**src/rtl/game_state_controller_if.sv**
```systemverilog
// Key-event and random-generator handshakes between the game controller and its neighbours.
interface game_state_controller_if;
  logic [1:0]  iKeyState;
  logic        oKeyAck;
  logic [31:0] iRandom;
  logic        oRandomReset;

  modport master (output iKeyState, output iRandom, input oKeyAck, input oRandomReset);
  modport slave  (input iKeyState, input iRandom, output oKeyAck, output oRandomReset);
endinterface

```
**src/rtl/game_state_controller.sv**
```systemverilog
// Game flow (title/play/game-over) and per-frame bird/pipe physics feeding the renderer.
module game_state_controller #(
  parameter int BIRD_X       = 100,
  parameter int BIRD_W       = 34,
  parameter int BIRD_H       = 24,
  parameter int BIRD_Y0      = 216,
  parameter int GROUND_Y     = 480,
  parameter int GRAVITY      = 1,
  parameter int FLAP_SPEED   = 8,
  parameter int MAX_FALL     = 12,
  parameter int PIPE_SPEED   = 2,
  parameter int PIPE_SPACING = 160,
  parameter int PIPE_W       = 52,
  parameter int GAP_H        = 120,
  parameter int GAP_MIN      = 60
) (
  input  logic                   clock,
  input  logic                   reset,
  input  logic                   iFrameTick,
  game_state_controller_if.slave bus,
  output logic [1:0]             oScreen,
  output logic [9:0]             oBirdY,
  output logic [9:0]             oPipe1X,
  output logic [9:0]             oPipe2X,
  output logic [9:0]             oPipe3X,
  output logic [8:0]             oPipe1Y,
  output logic [8:0]             oPipe2Y,
  output logic [8:0]             oPipe3Y,
  output logic [9:0]             oScore
);

  typedef enum logic [1:0] {
    S_TITLE = 2'd0,
    S_PLAY  = 2'd1,
    S_OVER  = 2'd2
  } screen_e;

  localparam logic [11:0] C_BIRD_X     = 12'(BIRD_X);
  localparam logic [11:0] C_BIRD_W     = 12'(BIRD_W);
  localparam logic [11:0] C_BIRD_H     = 12'(BIRD_H);
  localparam logic [11:0] C_GROUND_Y   = 12'(GROUND_Y);
  localparam logic [11:0] C_PIPE_SPEED = 12'(PIPE_SPEED);
  localparam logic [11:0] C_WRAP_ADD   = 12'(3 * PIPE_SPACING - PIPE_SPEED);
  localparam logic [11:0] C_PIPE_W     = 12'(PIPE_W);
  localparam logic [11:0] C_GAP_H      = 12'(GAP_H);
  localparam logic [8:0]  C_GAP_MIN    = 9'(GAP_MIN);
  localparam logic [9:0]  C_Y0         = 10'(BIRD_Y0);
  localparam logic [9:0]  C_Y_GROUND   = 10'(GROUND_Y - BIRD_H);
  localparam logic signed [6:0] C_GRAVITY  = 7'(GRAVITY);
  localparam logic signed [6:0] C_MAX_FALL = 7'(MAX_FALL);
  localparam logic signed [6:0] C_FLAP_VEL = 7'(-FLAP_SPEED);

  function automatic logic [9:0] init_x(input int idx);
    case (idx)
      0:       return 10'd320;
      1:       return 10'd480;
      default: return 10'd640;
    endcase
  endfunction

  function automatic logic [8:0] init_gap(input int idx);
    case (idx)
      0:       return 9'd100;
      1:       return 9'd200;
      default: return 9'd300;
    endcase
  endfunction

  screen_e           screen_q, screen_d;
  logic [9:0]        bird_y_q, bird_y_d;
  logic signed [6:0] vel_q, vel_d;
  logic [9:0]        pipe_x_q [3];
  logic [9:0]        pipe_x_d [3];
  logic [8:0]        gap_y_q [3];
  logic [8:0]        gap_y_d [3];
  logic [9:0]        score_q, score_d;
  logic              flap_q, flap_d;
  logic              key_ack_q, key_ack_d;
  logic              rnd_rst_q, rnd_rst_d;

  logic              key_ev_s, press_s;
  logic signed [6:0] vel_grav_s, vel_tick_s;
  logic signed [11:0] y_sum_s;
  logic [9:0]        pipe_x_new_s [3];
  logic [8:0]        gap_new_s [3];
  logic [2:0]        passed_s, pipe_hit_s;
  logic [11:0]       score_sum_s;
  logic [9:0]        score_new_s;
  logic              ground_hit_s, hit_s;

  assign key_ev_s = (bus.iKeyState != 2'd0) && !key_ack_q;
  assign press_s  = key_ev_s && (bus.iKeyState == 2'd1);

  // Candidate physics step and collision status, both derived from registered state.
  always_comb begin
    vel_grav_s   = vel_q + C_GRAVITY;
    if (vel_grav_s > C_MAX_FALL) begin
      vel_grav_s = C_MAX_FALL;
    end else begin
      vel_grav_s = vel_grav_s;
    end
    vel_tick_s   = (flap_q || press_s) ? C_FLAP_VEL : vel_grav_s;
    y_sum_s      = $signed({2'b00, bird_y_q}) + 12'(vel_tick_s);
    ground_hit_s = ({2'b00, bird_y_q} + C_BIRD_H) >= C_GROUND_Y;
    for (int i = 0; i < 3; i++) begin
      if ({2'b00, pipe_x_q[i]} < C_PIPE_SPEED) begin
        pipe_x_new_s[i] = 10'({2'b00, pipe_x_q[i]} + C_WRAP_ADD);
        gap_new_s[i]    = C_GAP_MIN + {1'b0, bus.iRandom[8*i +: 8]};
        passed_s[i]     = 1'b0;
      end else begin
        pipe_x_new_s[i] = 10'({2'b00, pipe_x_q[i]} - C_PIPE_SPEED);
        gap_new_s[i]    = gap_y_q[i];
        passed_s[i]     = ({2'b00, pipe_x_q[i]} >= C_BIRD_X) &&
                          ({2'b00, pipe_x_q[i]} - C_PIPE_SPEED < C_BIRD_X);
      end
      // Overlap in X, and the bird's full height is not within the gap.
      pipe_hit_s[i] = (C_BIRD_X < {2'b00, pipe_x_q[i]} + C_PIPE_W) &&
                      ({2'b00, pipe_x_q[i]} < C_BIRD_X + C_BIRD_W) &&
                      !(({2'b00, bird_y_q} >= {3'b000, gap_y_q[i]}) &&
                        ({2'b00, bird_y_q} + C_BIRD_H <= {3'b000, gap_y_q[i]} + C_GAP_H));
    end
    hit_s       = ground_hit_s || (pipe_hit_s != 3'd0);
    score_sum_s = {2'b00, score_q} + {11'd0, passed_s[0]} + {11'd0, passed_s[1]} +
                  {11'd0, passed_s[2]};
    score_new_s = (score_sum_s > 12'd999) ? 10'd999 : score_sum_s[9:0];
  end

  // Screen FSM next state plus physics register updates.
  always_comb begin
    screen_d  = screen_q;
    bird_y_d  = bird_y_q;
    vel_d     = vel_q;
    score_d   = score_q;
    flap_d    = flap_q;
    key_ack_d = key_ev_s;
    rnd_rst_d = 1'b0;
    for (int i = 0; i < 3; i++) begin
      pipe_x_d[i] = pipe_x_q[i];
      gap_y_d[i]  = gap_y_q[i];
    end
    case (screen_q)
      S_TITLE: begin
        if (press_s) begin
          screen_d  = S_PLAY;
          rnd_rst_d = 1'b1;
          bird_y_d  = C_Y0;
          vel_d     = 7'sd0;
          score_d   = 10'd0;
          flap_d    = 1'b0;
          for (int i = 0; i < 3; i++) begin
            pipe_x_d[i] = init_x(i);
            gap_y_d[i]  = init_gap(i);
          end
        end else begin
          screen_d = S_TITLE;
        end
      end
      S_PLAY: begin
        if (hit_s) begin
          screen_d = S_OVER;
          flap_d   = 1'b0;
          if (ground_hit_s) begin
            bird_y_d = C_Y_GROUND;
          end else begin
            bird_y_d = bird_y_q;
          end
        end else if (iFrameTick) begin
          flap_d  = 1'b0;
          score_d = score_new_s;
          if (y_sum_s[11]) begin
            bird_y_d = 10'd0;
            vel_d    = 7'sd0;
          end else begin
            bird_y_d = y_sum_s[9:0];
            vel_d    = vel_tick_s;
          end
          for (int i = 0; i < 3; i++) begin
            pipe_x_d[i] = pipe_x_new_s[i];
            gap_y_d[i]  = gap_new_s[i];
          end
        end else if (press_s) begin
          flap_d = 1'b1;
        end else begin
          flap_d = flap_q;
        end
      end
      S_OVER: begin
        if (press_s) begin
          screen_d = S_TITLE;
        end else begin
          screen_d = S_OVER;
        end
      end
      default: screen_d = S_TITLE;
    endcase
  end

  // State registers with synchronous reset to the title-screen values.
  always_ff @(posedge clock) begin
    if (reset) begin
      screen_q  <= S_TITLE;
      bird_y_q  <= C_Y0;
      vel_q     <= 7'sd0;
      score_q   <= 10'd0;
      flap_q    <= 1'b0;
      key_ack_q <= 1'b0;
      rnd_rst_q <= 1'b0;
      for (int i = 0; i < 3; i++) begin
        pipe_x_q[i] <= init_x(i);
        gap_y_q[i]  <= init_gap(i);
      end
    end else begin
      screen_q  <= screen_d;
      bird_y_q  <= bird_y_d;
      vel_q     <= vel_d;
      score_q   <= score_d;
      flap_q    <= flap_d;
      key_ack_q <= key_ack_d;
      rnd_rst_q <= rnd_rst_d;
      for (int i = 0; i < 3; i++) begin
        pipe_x_q[i] <= pipe_x_d[i];
        gap_y_q[i]  <= gap_y_d[i];
      end
    end
  end

  assign oScreen          = screen_q;
  assign oBirdY           = bird_y_q;
  assign oPipe1X          = pipe_x_q[0];
  assign oPipe2X          = pipe_x_q[1];
  assign oPipe3X          = pipe_x_q[2];
  assign oPipe1Y          = gap_y_q[0];
  assign oPipe2Y          = gap_y_q[1];
  assign oPipe3Y          = gap_y_q[2];
  assign oScore           = score_q;
  assign bus.oKeyAck      = key_ack_q;
  assign bus.oRandomReset = rnd_rst_q;

endmodule

```
**src/flat_wrapper.sv**
```systemverilog
// flat-port wrapper written by rule: the top's interface ports become plain ports
module game_state_controller_flat 
#(
  parameter int BIRD_X       = 100,
  parameter int BIRD_W       = 34,
  parameter int BIRD_H       = 24,
  parameter int BIRD_Y0      = 216,
  parameter int GROUND_Y     = 480,
  parameter int GRAVITY      = 1,
  parameter int FLAP_SPEED   = 8,
  parameter int MAX_FALL     = 12,
  parameter int PIPE_SPEED   = 2,
  parameter int PIPE_SPACING = 160,
  parameter int PIPE_W       = 52,
  parameter int GAP_H        = 120,
  parameter int GAP_MIN      = 60
)
  (clock, reset, iFrameTick, oScreen, oBirdY, oPipe1X, oPipe2X, oPipe3X, oPipe1Y, oPipe2Y, oPipe3Y, oScore, bus_iKeyState, bus_iRandom, bus_oKeyAck, bus_oRandomReset);
  game_state_controller_if bus_i ();
  input  logic clock;
  input  logic reset;
  input  logic iFrameTick;
  output logic [1:0] oScreen;
  output logic [9:0] oBirdY;
  output logic [9:0] oPipe1X;
  output logic [9:0] oPipe2X;
  output logic [9:0] oPipe3X;
  output logic [8:0] oPipe1Y;
  output logic [8:0] oPipe2Y;
  output logic [8:0] oPipe3Y;
  output logic [9:0] oScore;
  input wire logic [$bits(bus_i.iKeyState)-1:0] bus_iKeyState;
  input wire logic [$bits(bus_i.iRandom)-1:0] bus_iRandom;
  output wire logic [$bits(bus_i.oKeyAck)-1:0] bus_oKeyAck;
  output wire logic [$bits(bus_i.oRandomReset)-1:0] bus_oRandomReset;
  assign bus_i.iKeyState = bus_iKeyState;
  assign bus_i.iRandom = bus_iRandom;
  assign bus_oKeyAck = bus_i.oKeyAck;
  assign bus_oRandomReset = bus_i.oRandomReset;
  game_state_controller #(.BIRD_X(BIRD_X), .BIRD_W(BIRD_W), .BIRD_H(BIRD_H), .BIRD_Y0(BIRD_Y0), .GROUND_Y(GROUND_Y), .GRAVITY(GRAVITY), .FLAP_SPEED(FLAP_SPEED), .MAX_FALL(MAX_FALL), .PIPE_SPEED(PIPE_SPEED), .PIPE_SPACING(PIPE_SPACING), .PIPE_W(PIPE_W), .GAP_H(GAP_H), .GAP_MIN(GAP_MIN)) u_core (.clock(clock), .reset(reset), .iFrameTick(iFrameTick), .bus(bus_i), .oScreen(oScreen), .oBirdY(oBirdY), .oPipe1X(oPipe1X), .oPipe2X(oPipe2X), .oPipe3X(oPipe3X), .oPipe1Y(oPipe1Y), .oPipe2Y(oPipe2Y), .oPipe3Y(oPipe3Y), .oScore(oScore));
endmodule
```
**config.mk**
```make
export PLATFORM = sky130hd
export DESIGN_NAME = game_state_controller_flat
export DESIGN_NICKNAME = d
export VERILOG_FILES = /design/src/rtl/game_state_controller_if.sv /design/src/rtl/game_state_controller.sv /design/src/flat_wrapper.sv
export SDC_FILE = /design/constraint.sdc
export NUM_CORES = 1
export LEC_CHECK = 0
export CORE_MARGIN = 4
export CORE_UTILIZATION = 55
export CTS_BUF_LIST = sky130_fd_sc_hd__clkbuf_4 sky130_fd_sc_hd__clkbuf_8 sky130_fd_sc_hd__clkbuf_16
export CTS_CLUSTER_SIZE = 16
export DETAILED_ROUTE_END_ITERATION = 8
export PLACE_DENSITY = 0.87
export SYNTH_ARGS = -nofsm -noshare
export SYNTH_HDL_FRONTEND = slang
export SYNTH_SLANG_ARGS = --single-unit
```
**constraint.sdc**
```tcl
create_clock -name clock -period 10.95 [get_ports clock]
set_clock_uncertainty 0.2 [all_clocks]
set_input_delay 1.095 -clock clock [delete_from_list [all_inputs] [get_ports clock]]
set_output_delay 1.095 -clock clock [all_outputs]
set_load 0.01 [all_outputs]
```
# Word level (Yosys, flattened, before mapping)
# Memory sizes are Yosys's and may differ from the RTL's.
# Index checks and enable logic that the tools add are counted.
[word_totals] word_cells=159 output_inout_bits=81 ff_bits=32 mem_bits_rw=57 in_bits=37 mem_count=2
[op_classes] order_cmp=24 eq_ne=10 bitwise=7 n_mux=60 n_addsub=21 reduce_logical=28
[memory_table] memory="u_core.pipe_x_q" words=3 width=10 read_ports=3 rd_ports_with_merged_regs=0 write_ports=3 line="game_state_controller.sv:72" source="logic [9:0] pipe_x_q [3];"
[memory_table] memory="u_core.gap_y_q" words=3 width=9 read_ports=3 rd_ports_with_merged_regs=0 write_ports=3 line="game_state_controller.sv:74" source="logic [8:0] gap_y_q [3];"
[op_table] cell="$mux W10" count=18
[op_table] cell="$mux W30" count=3
[op_table] cell="$mux W27" count=3
[op_table] cell="$mux W9" count=9
[op_table] cell="$pmux W30 S2" count=1
[op_table] cell="$pmux W27 S2" count=1
[op_table] cell="$mux W7" count=6
[op_table] cell="$pmux W10 S2" count=2
[op_table] cell="$le A12 B12 Y1" count=3
[op_table] cell="$lt A12 B7 Y1 const B" count=3
[op_table] cell="$lt A7 B12 Y1 const A" count=3
[op_table] cell="$add A10 B6 Y11 const B" count=3
[op_table] cell="$sub A10 B2 Y11 const B" count=3
[op_table] cell="$add A10 B9 Y10 const B" count=3
[op_table] cell="$add A9 B7 Y10 const B" count=3
[op_table] cell="$ge A10 B7 Y1 const B" count=3
[op_table] cell="$ge A10 B9 Y1" count=3
[op_table] cell="$lt A10 B2 Y1 const B" count=3
[op_table] cell="$lt A10 B8 Y1 const B" count=3
[op_table] cell="$add A6 B8 Y9 const A" count=3
[op_table] cell="$add A12 B1 Y12" count=2
[op_table] cell="$logic_and A1 B1 Y1" count=14
[op_table] cell="$pmux W7 S2" count=1
[op_table] cell="$add A11 B7 Y12" count=1
[op_table] cell="26 further kinds" count=53

# Logic depth before layout (Yosys ltp)
# Gate-level depths: netlist of the first run.
# An unclocked memory read counts as a cell.
[logic_depth] depth_word=13 ltp_mapped=21 mapped_depth_nobuf=20

# Worst setup path after synthesis of the first run
# OpenSTA, ideal clock, no wires.
[synth_timing] path_kind="input to register" from="input port bus_iKeyState[1]" to="register u_core.vel_q[0]" setup_ns=0.070 arrival_ns=4.430 setup_slack_ns=6.250 path_stages=16 path_cell_list="or3b_4 nand2b_1 nor2_1 and2_1 ha_1 a21o_1 a21oi_1 o211ai_1 a31o_2 a21o_1 a21o_1 ha_1 nor2_1 nand2_1 or4_1 a21oi_1"
[synth_between] elab_chain_len=10 elab_cells_between_ends=13 cone_classes="add/sub (1); eq/ne (2); mux (5); reduce/logical (5)"
[synth_rtl] element="from (decl)" line="flat_wrapper.sv:32" source="input wire logic [$bits(bus_i.iKeyState)-1:0] bus_iKeyState;"
[synth_rtl] element="$reduce_bool A2 Y1" line="game_state_controller.sv:91" source="assign key_ev_s = (bus.iKeyState != 2'd0) && !key_ack_q;"
[synth_rtl] element="$logic_and A1 B1 Y1" line="game_state_controller.sv:91"
[synth_rtl] element="$logic_and A1 B1 Y1 *" line="game_state_controller.sv:92" source="assign press_s = key_ev_s && (bus.iKeyState == 2'd1);"
[synth_rtl] element="$logic_or A1 B1 Y1" line="game_state_controller.sv:102" source="vel_tick_s = (flap_q || press_s) ? C_FLAP_VEL : vel_grav_s;"
[synth_rtl] element="$mux W7" line="game_state_controller.sv:102"
[synth_rtl] element="$add A11 B7 Y12" line="game_state_controller.sv:103" source="y_sum_s = $signed({2'b00, bird_y_q}) + 12'(vel_tick_s);"
[synth_rtl] element="$mux W7" line="game_state_controller.sv:170" source="if (y_sum_s[11]) begin"
[synth_rtl] element="$mux W7" line="game_state_controller.sv:167" source="end else if (iFrameTick) begin"
[synth_rtl] element="$mux W7" line="game_state_controller.sv:159" source="if (hit_s) begin"
[synth_rtl] element="$pmux W7 S2" line="game_state_controller.sv:141" source="case (screen_q)"
[synth_rtl] element="to (signal assigned)" line="game_state_controller.sv:215" source="vel_q <= vel_d;"
[synth_rtl] element="to (decl)" line="game_state_controller.sv:71" source="logic signed [6:0] vel_q, vel_d;"
# Every way passes the cells marked *; elsewhere a longest branch is shown, timed or not. The select of a mux whose other input is x is not followed.
# A chain may end at the register's enable or synchronous reset.

# Final worst setup path of the first run
[layout_timing] from="input port bus_iKeyState[0]" to="register u_core.bird_y_q[2] (netlist: u_core.oBirdY[2])"
[layout_between] elab_chain_len=10 elab_cells_between_ends=13 cone_classes="add/sub (1); eq/ne (2); mux (5); reduce/logical (5)"
[layout_rtl] element="$reduce_bool A2 Y1" line="game_state_controller.sv:91"
[layout_rtl] element="$logic_and A1 B1 Y1" line="game_state_controller.sv:91"
[layout_rtl] element="$logic_and A1 B1 Y1 *" line="game_state_controller.sv:92"
[layout_rtl] element="$logic_or A1 B1 Y1" line="game_state_controller.sv:102"
[layout_rtl] element="$mux W7" line="game_state_controller.sv:102"
[layout_rtl] element="$add A11 B7 Y12" line="game_state_controller.sv:103"
[layout_rtl] element="$mux W10" line="game_state_controller.sv:170"
[layout_rtl] element="$mux W10" line="game_state_controller.sv:167"
[layout_rtl] element="$mux W10" line="game_state_controller.sv:159"
[layout_rtl] element="$pmux W10 S2" line="game_state_controller.sv:141"
[layout_rtl] element="to (signal assigned)" line="game_state_controller.sv:214" source="bird_y_q <= bird_y_d;"
[layout_rtl] element="to (decl)" line="game_state_controller.sv:70" source="logic [9:0] bird_y_q, bird_y_d;"
# Marked as above.

==> impl_metrics.yaml, run 1 <==
sta:
  max_slew_margin: 0.360
  hold_slack_ps: 281
  maxSlewViolCount: 0
  tns_ps: 0
  setup_viol: 0
  tightest_slew_ps: 953
  final_hold_viol_count: 0
  layout_min_cycle_time_ps: 5280
  rsz0062_at_grt: "no"
  clock.fmax_mhz: 189
  finalCritPeriodShare: 0.482
route:
  routedWlPerCell_um: 18.2
  drt_iter0_markers: 699
  drt_pass1_iterations: 5
  drc: 0
  dr_total_vias: 7306
  routed_wl_mm: 21.0
  ant_nets: 0
  viasPerCell: 6.33
logic_synthesis:
  synth-seq-area-share: 0.238
  synth_top_flop_cell: "dfxtp_1"
  synth.distinct_cells: 86
  ys_async_sr_fraction: 0
  syn_inst: 894
  syn_area_mm2: 0.00722
  synth_edf_count: 0
  syn_area_per_cell_um2: 8.08
  synth_seq_cells: 86
  yosys_warnings: 0
setup_path:
  cp.arrival_ps: 5350
  cp-end-kind: "flop"
  cp_max_fo: 7
  crit_type: "in2reg"
  cp.required_ps: 11020
  cp-start-kind: "input port"
power_and_ir_drop:
  power_density_mw_per_mm2: 111
  intPower_w: 0.000626
  power_switching_w: 0.000334
  pwr-share-seq: 0.368
  comb_power_share: 0.297
  cellLeakagePower_nw: 3.38
  p_sw_frac: 0.348
  p_clk_frac: 0.335
  peakVddDrop_uv: 72.5
global_routing:
  grt_pass1_wl_mm: 34.7
  grt_pass1_vias: 7099
  antenna_found_initial: 0
  grtUsageTotal: 0.285
  grt_max_degree: 42
  grt-ovfl-total: 0
placement:
  port_buffers: 106
  post_dp_cell_area_mm2: 0.00837
  place_inst: 1139
  dp_hpwl_mm: 15.3
  gp_congestion: 0.920
layout:
  layout.nets: 1094
  final_common_cell: "clkdlybuf4s50_1"
  syn2layout_area_growth_pct: 20.0
  antenna_cells: 0
  fill_cells: 1088
  drive_gt1_frac: 0.0499
  design_area_mm2: 0.00866
  final_cell_mix: "clkdlybuf4s50_1, dfxtp_1, ha_1, inv_1"
  fin_cells: 1154
  utilization: 0.681
cts:
  postCtsSetupBuffers: 0
  cts-buffers-inserted: 9
  cts_max_path_buffers: 2
  cts.sinks: 86
  cts_tree: "yes"
  postCtsResizedCells: 0
  htreeDepth: 3
  root_buffer: "clkbuf_16"
  clk_latency_ps: 360
  cts-hold-fix-buffers: 0
  path_clk_slew_ps: 60
floorplan:
  die_area_mm2: 0.0150
  start_util: 0.567
  die_width_um: 123
  coreArea_mm2: 0.0127
  dieHeight_um: 123
  placementRows: 41
  io_pins: 118
hold_path:
  hp-class: "reg2reg"
status:
  run_status: "completed"
job:
  cap_violations: 0
[final timing paths]
check | start | to | slack, ps | cells past startpoint
setup / recovery | bus_iKeyState[0] | u_core.oBirdY[2]$_SDFFE_PP0P_ | 5670 | 16
hold / removal | u_core.bus.oKeyAck$_SDFF_PP0_ | u_core.bus.oKeyAck$_SDFF_PP0_ | 280 | 1
setup reg to reg | u_core.pipe_x_q[0][22]$_SDFFE_PP0P_ | u_core.oScore[7]$_SDFFE_PP0P_ | 5780 | 18
hold reg to reg | u_core.bus.oKeyAck$_SDFF_PP0_ | u_core.bus.oKeyAck$_SDFF_PP0_ | 280 | 1
[per-layer routing]
| layer | global-route usage | routed length [um] |
|---|---|---|
| met1 | 0.366 | 8970 |
| met2 | 0.480 | 10100 |
| met3 | 0.0438 | 1480 |
| met4 | 0.115 | 502 |
| met5 | 0 | 0 |
[registers in the layout (all words and copies together) (netlist names)]
signal and flops:
u_core.bus.oKeyAck 1, u_core.bus.oRandomReset 1, u_core.flap_q 1, u_core.gap_y_q 27
u_core.oBirdY 10, u_core.oScore 10, u_core.oScreen 2, u_core.pipe_x_q 27
u_core.vel_q 7
[per-stage QoR]
step,total power [W],setup WS [ps]
after floorplan,0.000548,6250
after global routing,0.00100,5280
final,0.000960,5670
after detailed placement,0.000636,5390
after global placement,0.000630,5420
after CTS,0.000955,5750
[synthesized netlist by cell type (5+ instances only)]
library cell  count  area (um^2)
or3_1             9         56.3
and3_1            7         43.8
a22o_1           15          131
o21ai_0          50          250
xor2_1           15          131
nand3_1          27          135
nor4_1            8         50.1
or4_1             6         45.0
xnor2_1          39          342
nand2_1          63          236
a22oi_1           8         60.1
mux2i_1          10          100
a211oi_1          6         45.0
a21oi_1          51          255
nand2b_1         10         62.6
nor3_1           39          195
clkbuf_1         23         86.3
a32oi_1           5         43.8
ha_1             77          963
and2_1            5         31.3
o22ai_1           6         37.5
buf_2            11         55.1
a31oi_1           9         56.3
nor3b_1           7         52.6
o211ai_1          7         52.6
inv_1            64          240
o21a_1            8         60.1
a32o_1            5         50.1
nand4_1          19          119
dfxtp_1          86         1720
a21o_1           21          158
nor2_1           63          236
o2bb2ai_1         5         43.8
[cell type report]
| class | instances | area (um^2) | share of cell area |
|---|---|---|---|
| inverter | 64 | 240 | 0.0277 |
| clock buffer | 10 | 239 | 0.0276 |
| timing repair buffer | 111 | 1100 | 0.127 |
| sequential | 86 | 1720 | 0.199 |
| clock inverter | 5 | 60.1 | 0.00693 |
| multi-input combinational | 706 | 5090 | 0.587 |
| tap | 172 | 215 | 0.0248 |
[kinds of logic (layout without fill, tap and decap cells)]
logic type / Yosys count / after routing / synth area share
AND/OR/NAND/NOR: 294 / 294 / 0.213
AO/OA/AOI/OAI: 265 / 265 / 0.270
buffers and inverters: 104 / 190 / 0.0581
flip-flops: 86 / 86 / 0.238
adder cells (fa/ha/maj): 79 / 79 / 0.139
XOR/XNOR: 55 / 55 / 0.0678
multiplexers: 10 / 10 / 0.0139
other: 1 / 3 / 0.000519
[critical path: stages]
cell             delay, ps
clkdlybuf4s50_1        480
or3b_4                 420
nand2b_1               130
nor2_1                  80
and2_1                 210
ha_1                   280
a21o_1                 170
a21oi_1                260
o211ai_1               170
a31o_2                 250
a21o_1                 190
a21o_1                 180
ha_1                   380
nor3_1                 670
nand3_1                170
mux2i_1                190
[power by group through the flow]
stage	combinational (W)	sequential [W]	clock, W
floorplan	0.000198	0.000350	0
global placement	0.000272	0.000358	0
detailed placement	0.000278	0.000359	0
CTS	0.000280	0.000352	0.000323
global route	0.000315	0.000355	0.000334
finish	0.000285	0.000353	0.000322
(Power assumes the default switching activity.)
==> run 2: changes to the inputs <==
- CORE_UTILIZATION: 55 -> 50
- PLACE_DENSITY: 0.87 -> 0.83
- clock period: 10.95 -> 4.4 ns (I/O delays scaled with it)
==> impl_metrics.yaml, run 2 (synthesized netlist as in run 1, its figures left out) <==
sta:
  finalCritPeriodShare: 0.969
  clock.fmax_mhz: 235
  setup_slack_ps: 136
  hold_slack_ps: 277
  max_slew_margin: 0.285
  tightest_slew_ps: 1070
  setup_viol: 0
  layout_min_cycle_time_ps: 4260
  final_hold_viol_count: 0
  maxSlewViolCount: 0
cts:
  cts-hold-fix-buffers: 0
  path_clk_slew_ps: 60
  root_buffer: "clkbuf_16"
  cts-buffers-inserted: 9
  cts_max_path_buffers: 2
  cts.sinks: 86
  clk_latency_ps: 360
  htreeDepth: 3
  cts_tree: "yes"
power_and_ir_drop:
  pwr-share-seq: 0.348
  p_sw_frac: 0.344
  p_total_w: 0.00248
  p_clk_frac: 0.320
  power_switching_w: 0.000852
  peakVddDrop_uv: 200
  intPower_w: 0.00162
  cellLeakagePower_nw: 3.69
  comb_power_share: 0.332
  power_density_mw_per_mm2: 266
route:
  routedWlPerCell_um: 18.0
  drt_iter0_markers: 507
  drc: 0
  dr_total_vias: 7541
  ant_nets: 0
  routed_wl_mm: 22.0
  viasPerCell: 6.18
  drt_pass1_iterations: 5
setup_path:
  crit_type: "reg2reg"
  cp.arrival_ps: 4340
  cp-start-kind: "flop"
  cp_max_fo: 7
  cp_cell_sequence: "ha_1 > a41o_1 > a221oi_2 > o22ai_1 > a21boi_2 > nor2_1 > and2_1 > ha_1 > a21o_1 > a21oi_2 > o211ai_1 > a31o_2 > a21o_1 > a21o_1 > ha_4 > nor2_2 > nand2_1 > or4_4 > a21oi_2"
  cp.required_ps: 4480
  crit_slowest_cell: "or4_4"
  critPathMaxStageDelay_ps: 420
  cpMostUsedCell: "a21o_1"
  cpLargestDelayFamily: "compound AO/OA/AOI/OAI gates"
  crit_start: "u_core.vel_q[0]$_SDFFE_PP0P_"
  crit_buf_inv: 0
  crit-reg2reg-launch: "u_core.vel_q[0]$_SDFFE_PP0P_"
  cp-end-kind: "flop"
global_routing:
  antenna_found_initial: 0
  grt_pass1_wl_mm: 35.5
  grt-ovfl-total: 0
  grt_pass1_vias: 7289
  grt_max_degree: 41
  grtUsageTotal: 0.262
floorplan:
  coreArea_mm2: 0.0140
  placementRows: 43
  die_width_um: 128
  io_pins: 118
  die_area_mm2: 0.0164
  dieHeight_um: 128
  start_util: 0.516
layout:
  syn2layout_area_growth_pct: 28.9
  antenna_cells: 0
  drive_gt1_frac: 0.140
  layout.nets: 1152
  fin_cells: 1220
  final_cell_mix: "clkdlybuf4s50_1, dfxtp_1, ha_1, nand2_1, inv_1"
  reg_top3: "u_core.gap_y_q (27), u_core.pipe_x_q (27)"
  utilization: 0.665
  final_common_cell: "clkdlybuf4s50_1"
placement:
  gp_congestion: 0.957
  place_ws_ps: -193
  port_buffers: 106
  dp_hpwl_mm: 16.4
  place_inst: 1202
status:
  run_status: "completed"
hold_path:
  hp-class: "reg2reg"
  worstHoldStart: "u_core.bus.oKeyAck$_SDFF_PP0_"
job:
  cap_violations: 0
run 2: cell types whose count changed in the layout (fill, tap and decap cells not counted), sizes merged:
cell and delta:
clkinv +1, buf +58, clkinvlp -2, inv +1
run 2: layer usage:
layer	wire length, um	vias up	track usage	share of wire
met1	9400	3533	0.339	0.43
met3	1520	57	0.0379	0.069
li1	-	3613	-	-
met2	10400	338	0.437	0.47
met4	626	0	0.109	0.029
met5	0	-	0	0
run 2: final timing paths:
| check | end | slack, ps | depth (start not counted) |
|---|---|---|---|
| hold / removal | u_core.bus.oKeyAck$_SDFF_PP0_ | 280 | 1 |
| setup / recovery | u_core.vel_q[0]$_SDFFE_PP0P_ | 140 | 19 |
| hold reg to reg | u_core.bus.oKeyAck$_SDFF_PP0_ | 280 | 1 |
| setup reg to reg | u_core.vel_q[0]$_SDFFE_PP0P_ | 140 | 19 |
run 2: final cells by class:
| cell class | count | area, um^2 |
|---|---|---|
| well taps | 180 | 225 |
| fillers | 1140 | 4680 |
| clock buffers | 10 | 239 |
| inverters | 64 | 240 |
| clock inverters | 5 | 58.8 |
| flip-flops and latches | 86 | 1730 |
| repair buffers | 169 | 1550 |
| multi-input cells | 706 | 5270 |
run 2: stage by stage:
step           instance area, um^2  setup TNS [ps]
3_3_place_gp                  8810           -77.3
2_1_floorplan                 7250           -18.3
5_1_grt                       9310           -45.1
6_report                      9310               0
3_5_place_dp                  8810           -1160
4_1_cts                       9130               0
run 2: repair_timing:
item / CTS / global route
gates resized for setup: 5 / 42
buffers inserted: 0 / 3
pin swaps: 3 / 16
setup endpoints to repair: 14 / 38
run 2: power by group through the flow:
stage	clock network, W	registers, W	logic, W
CTS	0.000805	0.000854	0.000787
detailed placement	0	0.000871	0.000780
finish	0.000792	0.000861	0.000823
floorplan	0	0.000872	0.000495
global placement	0	0.000870	0.000765
global route	0.000828	0.000865	0.000895
